===== src/rtl/hs32_mem_arbiter.sv =====
// Purpose  : shares one external memory bus between the instruction fetch port and the data port.
// Latency  : grant -> mem_stb next cycle; mem_ack -> ack_x/dtr_x next cycle; rejected strobe -> stl_x next cycle.
// Backpress: nothing is queued; a strobe that cannot be granted gets a one-cycle stl pulse.
//
// Ports:
//   clk, reset                  clock (rising edge) and synchronous active-low reset
//   addr_i, stb_i               instruction fetch request (stb is a one-cycle pulse)
//   ack_i, stl_i, dtr_i         instruction read data valid / request rejected / read data
//   flush                       fetch flush: pending instruction ack is discarded, same-cycle stb_i ignored
//   addr_d, dtw_d, rw_d, stb_d  data request (rw_d: 1 = write)
//   ack_d, stl_d, dtr_d         data transaction complete / request rejected / read data
//   mem_addr, mem_dtw, mem_rw   memory request fields, held from grant until mem_ack
//   mem_stb                     one-cycle memory request pulse
//   mem_ack, mem_dtr            memory response
//   err                         sticky timeout flag (only with HS32_MEM_TIMEOUT_EN)
//
// Optional build macro HS32_MEM_TIMEOUT_EN: adds a watchdog that aborts a transaction after
// TIMEOUT_CYCLES waiting cycles, stalls the owner and sets err. Without it BUSY waits forever.
module hs32_mem_arbiter #(
   parameter int DATA_PRIORITY  = 1,   // 1: data port wins ties; 0: ties alternate
   parameter int TIMEOUT_CYCLES = 64
) (
   input  logic        clk,
   input  logic        reset,
   input  logic [31:0] addr_i,
   input  logic        stb_i,
   output logic        ack_i,
   output logic        stl_i,
   output logic [31:0] dtr_i,
   input  logic        flush,
   input  logic [31:0] addr_d,
   input  logic [31:0] dtw_d,
   input  logic        rw_d,
   input  logic        stb_d,
   output logic        ack_d,
   output logic        stl_d,
   output logic [31:0] dtr_d,
   output logic [31:0] mem_addr,
   output logic [31:0] mem_dtw,
   output logic        mem_rw,
   output logic        mem_stb,
   input  logic        mem_ack,
`ifdef HS32_MEM_TIMEOUT_EN
   input  logic [31:0] mem_dtr,
   output logic        err
`else
   input  logic [31:0] mem_dtr
`endif
);

   if (TIMEOUT_CYCLES < 1) begin : g_bad_timeout
      $error("hs32_mem_arbiter: TIMEOUT_CYCLES must be at least 1");
   end

   typedef enum logic [1:0] {
      IDLE   = 2'd0,
      BUSY_I = 2'd1,
      BUSY_D = 2'd2
   } state_t;

   state_t      state_q, state_nx;
   logic        rr_q, rr_nx;        // 1: data port takes the next tie
   logic        drop_q, drop_nx;    // flush seen during the current fetch
   logic        ack_i_nx, stl_i_nx, ack_d_nx, stl_d_nx, mem_stb_nx, mem_rw_nx;
   logic [31:0] dtr_i_nx, dtr_d_nx, mem_addr_nx, mem_dtw_nx;
   logic        req_i;
   logic        data_first;
   logic        timeout_hit;

   // A flushing fetch stage does not really want the address it is strobing.
   assign req_i      = stb_i & ~flush;
   assign data_first = (DATA_PRIORITY != 0) | rr_q;

`ifdef HS32_MEM_TIMEOUT_EN
   localparam int CNT_W = $clog2(TIMEOUT_CYCLES + 1);
   logic [CNT_W-1:0] cnt_q, cnt_nx;
   logic             err_nx;

   assign timeout_hit = (cnt_q == CNT_W'(TIMEOUT_CYCLES));
`else
   assign timeout_hit = 1'b0;
`endif

   always_comb begin
      state_nx    = state_q;
      rr_nx       = rr_q;
      drop_nx     = drop_q;
      ack_i_nx    = 1'b0;
      stl_i_nx    = 1'b0;
      ack_d_nx    = 1'b0;
      stl_d_nx    = 1'b0;
      mem_stb_nx  = 1'b0;
      dtr_i_nx    = dtr_i;
      dtr_d_nx    = dtr_d;
      mem_addr_nx = mem_addr;
      mem_dtw_nx  = mem_dtw;
      mem_rw_nx   = mem_rw;
`ifdef HS32_MEM_TIMEOUT_EN
      cnt_nx      = cnt_q;
      err_nx      = err;
`endif
      case (state_q)
         IDLE: begin
            if (req_i && stb_d) begin
               rr_nx = ~rr_q;
            end
            if (stb_d && (!req_i || data_first)) begin
               state_nx    = BUSY_D;
               mem_addr_nx = addr_d;
               mem_dtw_nx  = dtw_d;
               mem_rw_nx   = rw_d;
               mem_stb_nx  = 1'b1;
               drop_nx     = 1'b0;
               stl_i_nx    = req_i;
`ifdef HS32_MEM_TIMEOUT_EN
               cnt_nx      = '0;
`endif
            end else if (req_i) begin
               state_nx    = BUSY_I;
               mem_addr_nx = addr_i;
               mem_dtw_nx  = 32'h0;     // fetches are always reads
               mem_rw_nx   = 1'b0;
               mem_stb_nx  = 1'b1;
               drop_nx     = 1'b0;
               stl_d_nx    = stb_d;
`ifdef HS32_MEM_TIMEOUT_EN
               cnt_nx      = '0;
`endif
            end
         end
         BUSY_I, BUSY_D: begin
            if (mem_ack) begin
               state_nx = IDLE;
               if (state_q == BUSY_I) begin
                  // A discarded fetch returns nothing; otherwise the ack pulse takes
                  // precedence over stalling a same-cycle re-strobe from the owner.
                  if (!drop_q && !flush) begin
                     ack_i_nx = 1'b1;
                     dtr_i_nx = mem_dtr;
                  end else begin
                     stl_i_nx = req_i;
                  end
                  stl_d_nx = stb_d;
               end else begin
                  ack_d_nx = 1'b1;
                  dtr_d_nx = mem_dtr;
                  stl_i_nx = req_i;
               end
            end else if (timeout_hit) begin
               state_nx = IDLE;
               stl_i_nx = req_i | (state_q == BUSY_I);
               stl_d_nx = stb_d | (state_q == BUSY_D);
`ifdef HS32_MEM_TIMEOUT_EN
               err_nx   = 1'b1;
`endif
            end else begin
               stl_i_nx = req_i;
               stl_d_nx = stb_d;
               if (state_q == BUSY_I && flush) begin
                  drop_nx = 1'b1;
               end
`ifdef HS32_MEM_TIMEOUT_EN
               cnt_nx = cnt_q + CNT_W'(1);
`endif
            end
         end
         default: begin
            state_nx = IDLE;
         end
      endcase
   end

   always_ff @(posedge clk) begin
      if (!reset) begin
         state_q  <= IDLE;
         rr_q     <= 1'b1;
         drop_q   <= 1'b0;
         ack_i    <= 1'b0;
         stl_i    <= 1'b0;
         ack_d    <= 1'b0;
         stl_d    <= 1'b0;
         mem_stb  <= 1'b0;
         dtr_i    <= 32'h0;
         dtr_d    <= 32'h0;
         mem_addr <= 32'h0;
         mem_dtw  <= 32'h0;
         mem_rw   <= 1'b0;
`ifdef HS32_MEM_TIMEOUT_EN
         cnt_q    <= '0;
         err      <= 1'b0;
`endif
      end else begin
         state_q  <= state_nx;
         rr_q     <= rr_nx;
         drop_q   <= drop_nx;
         ack_i    <= ack_i_nx;
         stl_i    <= stl_i_nx;
         ack_d    <= ack_d_nx;
         stl_d    <= stl_d_nx;
         mem_stb  <= mem_stb_nx;
         dtr_i    <= dtr_i_nx;
         dtr_d    <= dtr_d_nx;
         mem_addr <= mem_addr_nx;
         mem_dtw  <= mem_dtw_nx;
         mem_rw   <= mem_rw_nx;
`ifdef HS32_MEM_TIMEOUT_EN
         cnt_q    <= cnt_nx;
         err      <= err_nx;
`endif
      end
   end

endmodule


===== config.mk =====
export PLATFORM = sky130hd
export DESIGN_NAME = hs32_mem_arbiter
export DESIGN_NICKNAME = d
export VERILOG_FILES = /design/src/rtl/hs32_mem_arbiter.sv
export SDC_FILE = /design/constraint.sdc
export NUM_CORES = 1
export LEC_CHECK = 0
export CAP_MARGIN = 20
export CORE_UTILIZATION = 40
export DETAILED_ROUTE_END_ITERATION = 10
export GPL_TIMING_DRIVEN = 0
export PLACE_DENSITY_LB_ADDON = 0.25
export SYNTH_ARGS = -nofsm -noshare
export SYNTH_HDL_FRONTEND = slang
export SYNTH_SLANG_ARGS = --single-unit

===== constraint.sdc =====
create_clock -name clk -period 2.1 [get_ports clk]
set_input_delay 0.315 -clock clk [delete_from_list [all_inputs] [get_ports clk]]
set_output_delay 0.315 -clock clk [all_outputs]
set_load 0.02 [all_outputs]

# == Word level (Yosys, flattened, before mapping) ==
# Cells that the tools add are included.
# totals
reg_bits,137
in_bits,135
output_inout_bits,134
word_cells,63
# op_classes
n_eq_ne,6
n_mux,25
n_bitwise,3
n_reduce_logical,17
# ops
operator,n
two-way mux 32 bit,4
two-way mux 1 bit,15
AND reduction 4 bit,3
AND reduction 2 bit,4
two-way mux 2 bit,3
"!= test 2 bit, second input constant",3
AND reduction 3 bit,2
case mux 1 bit (2 select lines),2
case mux 2 bit (2 select lines),1
nonzero test 2 bit,2
"!= test 3 bit, second input constant",1
"== test 2 x 1 -> 1 bit, second input constant",1
"== test 2 bit, second input constant",1
logical AND 1 bit,2
zero test 1 bit,2
zero test 2 bit,1
inverter 1 bit,2
OR reduction 2 bit,1
AND 1 bit,1

# == Logic depth before layout (Yosys ltp) ==
# Gate-level depths: netlist of run 1.
# logic_depth
ltp_word,6
mapped_depth,7

# == Worst setup path after synthesis of run 1 ==
# No wires, ideal clock.
# synth_timing
path_kind,reg2reg
from,register state_q[1]
to,register dtr_i[0]
setup_ns,0.072
arrival_time_ns,1.545
t_required_ns,2.028
path_slack_ns,0.484
stages_incl_launch_ff,7
path_buffers,1
period_less_slack_ns,1.616
path_cell_list,dfxtp_1 -> inv_1 -> ha_1 -> nand2_1 -> nor4_4 -> buf_6 -> mux2i_1
# synth_via
elab_chain_len,3
word_cells_on_any_way,4
classes_between,eq/ne: 2; reduce/logical: 2
# synth_rtl
element,line_no,text
from (decl),61,"state_t state_q, state_nx;"
from (signal assigned),193,state_q <= state_nx;
== test 2 x 1 -> 1 bit or == test 2 bit (tied branches),"102, 134",
OR reduction 2 bit,102,case (state_q)
AND reduction 4 bit (no source line) (*),--,
to (signal assigned),201,dtr_i <= dtr_i_nx;
to (decl),29,"output logic [31:0] dtr_i,"
# Mark *: on every way between the ends. The rest lies on a longest branch, timed or not.
# A chain may end at the register's enable or synchronous reset.

# == Worst setup path after layout of run 1 ==
# layout_timing
from,register state_q[0]
to,register dtr_d[8]
# layout_via
elab_chain_len,3
word_cells_on_any_way,5
classes_between,eq/ne: 2; bitwise: 1; reduce/logical: 2
# layout_rtl
element,line_no,text
== test 2 x 1 -> 1 bit or == test 2 bit (tied branches),"102, 134",
OR reduction 2 bit or inverter 1 bit (tied branches),--,
AND reduction 3 bit (no source line) (*),--,
to (signal assigned),202,dtr_d <= dtr_d_nx;
to (decl),37,"output logic [31:0] dtr_d,"
# Marked as above.

==> flow_metrics.tcl, run 1 <==
set metrics [dict create \
    status "finished, final reports clean" \
    period_share 0.9294 \
    rsz0062_at_grt "no" \
    worstSetupPathType "reg2reg" \
    gp_congestion 0.8420 \
    stdcell_area_um2 8962 \
    yosys_register_bits 137 \
    syn-num-nets 707 \
    slew_headroom 0.6306 \
    antenna_found_initial 0 \
    synth_edf_count 0 \
    fin_util 0.6768 \
    grt_pass1_wl_um 26280 \
    clk_latency_ps 410 \
    grt_max_degree 17 \
    synthCells 569 \
    synth_async_sr_flop_share 0 \
    worstPathRequired_ps 2420 \
    port_buffers 267 \
    max_stage_delay_ps 400 \
    crit_path_cell_trace "inv_1 > ha_1 > nand3b_1 > clkbuf_1 > nand2_1 > a21oi_1" \
    hpwlAfterDp_um 12720 \
    wire_per_inst_um 16.10 \
    io_pins 269 \
    ys_warn_count 0 \
    cp_max_fo 10 \
    drive_above_1_share 0.1027 \
    die_x_um 118.6 \
    drc_errors 0 \
    worst_slew_pin_slew_ps 554.1 \
    p_per_area_nw_per_um2 882.1 \
    clock-root-buffer "clkbuf_16" \
    ys.flop_type "dfxtp_1" \
    finalHoldViolations 0 \
    grt_pass1_vias 5357 \
    die_y_um 118.6 \
    maxCapViolCount 0 \
    yosys-top-cells-area "dfxtp_1 (50%), nand2_1 (13%), mux2i_1 (12%)" \
    fill_cells 1074 \
    routed_via_density 5.039 \
    clock_sinks 137 \
    synth_top_cell_area_share 0.5044 \
    worstSetupStartpointType "flop" \
    fmax_ghz 0.5124 \
    design.die.area_um2 14060 \
    cellLeakagePower_nw 3.393 \
    area_delta_synth_final_pct 64.82 \
    end_kind "flop" \
    core_area_um2 13240 \
    synth_area_leader_cell "dfxtp_1" \
    via_count 5256 \
    drt_iter0_drc 293 \
    timing.final.crit_period_ps 1952 \
    antenna_cells 0 \
    clkTransAtPathRegs_ps 60 \
    grtUsageTotal 0.2388 \
    ir_drop_v 0.0004612 \
    ctsHoldBuffers 0 \
    cts_tree "done" \
    final.setup.worst_slack_ps 148.3 \
    cts_setup_buffers 0 \
    maxSlewViolCount 0 \
    hold_ws_ps 452.6 \
    h-tree-depth 4 \
    cts_resized 0 \
    placed_area_um2 8330 \
    start_util 0.4106 \
    fin_tns_setup_ps 0 \
    post-place-ws_ps 153.6 \
    drtPass1Iterations 4 \
    setup_violations 0 \
    finClkSkew_ps 10.10 \
    crit_arrival_ps 2270 \
    ys_types 28 \
    antenna_left 0 \
    hold_class "reg2reg" \
    wl_um 16800 \
    cts.path.max_buffers 2 \
    numCtsBuffers 17 \
    synth_area_um2 5438 \
    grt_overflow 0 \
    synth-seq-area-share 0.5044 \
    cp_slowest_cell "clkbuf_1" \
    avgSynthCellArea_um2 9.557 \
    nNetsFinal 993 \
    rows 42 \
]
cells by family after synthesis:
group | synth area share
multiplexers | 0.1859
flip-flops | 0.5044
AO/OA/AOI/OAI | 0.09963
buffers and inverters | 0.04717
AND/OR/NAND/NOR | 0.1560
adder cells (fa/ha/maj) | 0.006904
metal layers:
layer	track usage	wire length [um]
met3	0.08398	1338
met5	0	0
met4	0.09256	339
met2	0.4306	8546
met1	0.2526	6571
per-stage QoR:
step	power, mW	std cells
6_report	7.906	1043
5_1_grt	8.217	1043
4_1_cts	7.965	1043
3_5_place_dp	4.754	1012
3_3_place_gp	4.709	1012
2_1_floorplan	3.877	569
where the power goes:
part | switching (mW) | internal, mW | leakage [nW]
Combinational | 0.877 | 0.884 | 1.97
Clock | 1.10 | 2.10 | 0.307
Sequential | 0.119 | 2.82 | 1.12
Total | 2.10 | 5.81 | 3.39
synthesized netlist by cell type, drive strengths merged (3+ instances only):
cell and number:
nand2 193, dfxtp 137, mux2i 65, a21oi 36, buf 35, a32o 33, mux2 32, clkbuf 11
inv 4, ha 3, nor2 3, nor2b 3
cells in the final DEF, fill, tap and decap left out, drive strengths merged:
master,synthesis,final
o21ai,1,1
mux2i,65,65
inv,4,5
and2,1,1
o221a,2,2
clkinvlp,0,1
nor4,2,2
and3b,1,1
nor2b,3,3
clkdlybuf4s50,0,267
ha,3,3
clkinv,0,5
a21oi,36,36
nand4bb,1,1
nand3,2,2
a32o,33,33
and3,1,1
bufinv,0,5
buf,35,35
dfxtp,137,137
nand2,193,193
nand3b,1,1
nand2b,1,1
nor2,3,3
mux2,32,32
clkbuf,11,30
and4b,1,1
critical path, delay by kind of cell, from the launching register on:
| family | cells | cell delay (ps) |
|---|---|---|
| AOI/OAI and AO/OA | 1 | 220 |
| adders and majority gates | 1 | 390 |
| DFF | 1 | 380 |
| buffers and inverters | 2 | 460 |
| and+or+nand+nor | 2 | 410 |
layout make-up:
cell class,count,area (um2),area share
buffer,46,241.5,0.02694
clock buffer,19,432.9,0.04830
clock inverter,12,198.9,0.02220
inverter,4,15.01,0.001675
multi-input combinational,382,2439,0.2721
sequential,137,2743,0.3060
tap,176,220.2,0.02457
timing repair buffer,267,2673,0.2982
path summary, 6_finish.rpt:
| path | from | endpoint | slack [ps] | depth (start not counted) |
|---|---|---|---|---|
| worst max-delay path | state_q[0]$_SDFFE_PN0P_ | dtr_d[8]$_SDFFE_PN0P_ | 150 | 6 |
| worst min-delay path | dtr_i[3]$_SDFFE_PN0P_ | dtr_i[3]$_SDFFE_PN0P_ | 450 | 2 |
| worst max register to register | state_q[0]$_SDFFE_PN0P_ | dtr_d[8]$_SDFFE_PN0P_ | 150 | 6 |
| worst min register to register | dtr_i[3]$_SDFFE_PN0P_ | dtr_i[3]$_SDFFE_PN0P_ | 450 | 2 |
registers in the layout (all words and copies together) (netlist names):
signal	count
mem_dtw	32
mem_addr	32
stl_d	1
mem_stb	1
dtr_i	32
ack_i	1
state_q	2
stl_i	1
mem_rw	1
ack_d	1
dtr_d	32
drop_q	1
Power figures use the tool's default switching activity.
==> run 2, diff against run 1 <==
--- a/config.mk
+++ b/config.mk
@@ -9,6 +9,7 @@
 export CORE_UTILIZATION = 40
 export DETAILED_ROUTE_END_ITERATION = 10
 export GPL_TIMING_DRIVEN = 0
+export HOLD_SLACK_MARGIN = 0.02
 export PLACE_DENSITY_LB_ADDON = 0.25
 export SYNTH_ARGS = -nofsm -noshare
 export SYNTH_HDL_FRONTEND = slang
==> results of run 2 <==
Final layout, timing and power as in run 1 (identical DEF).
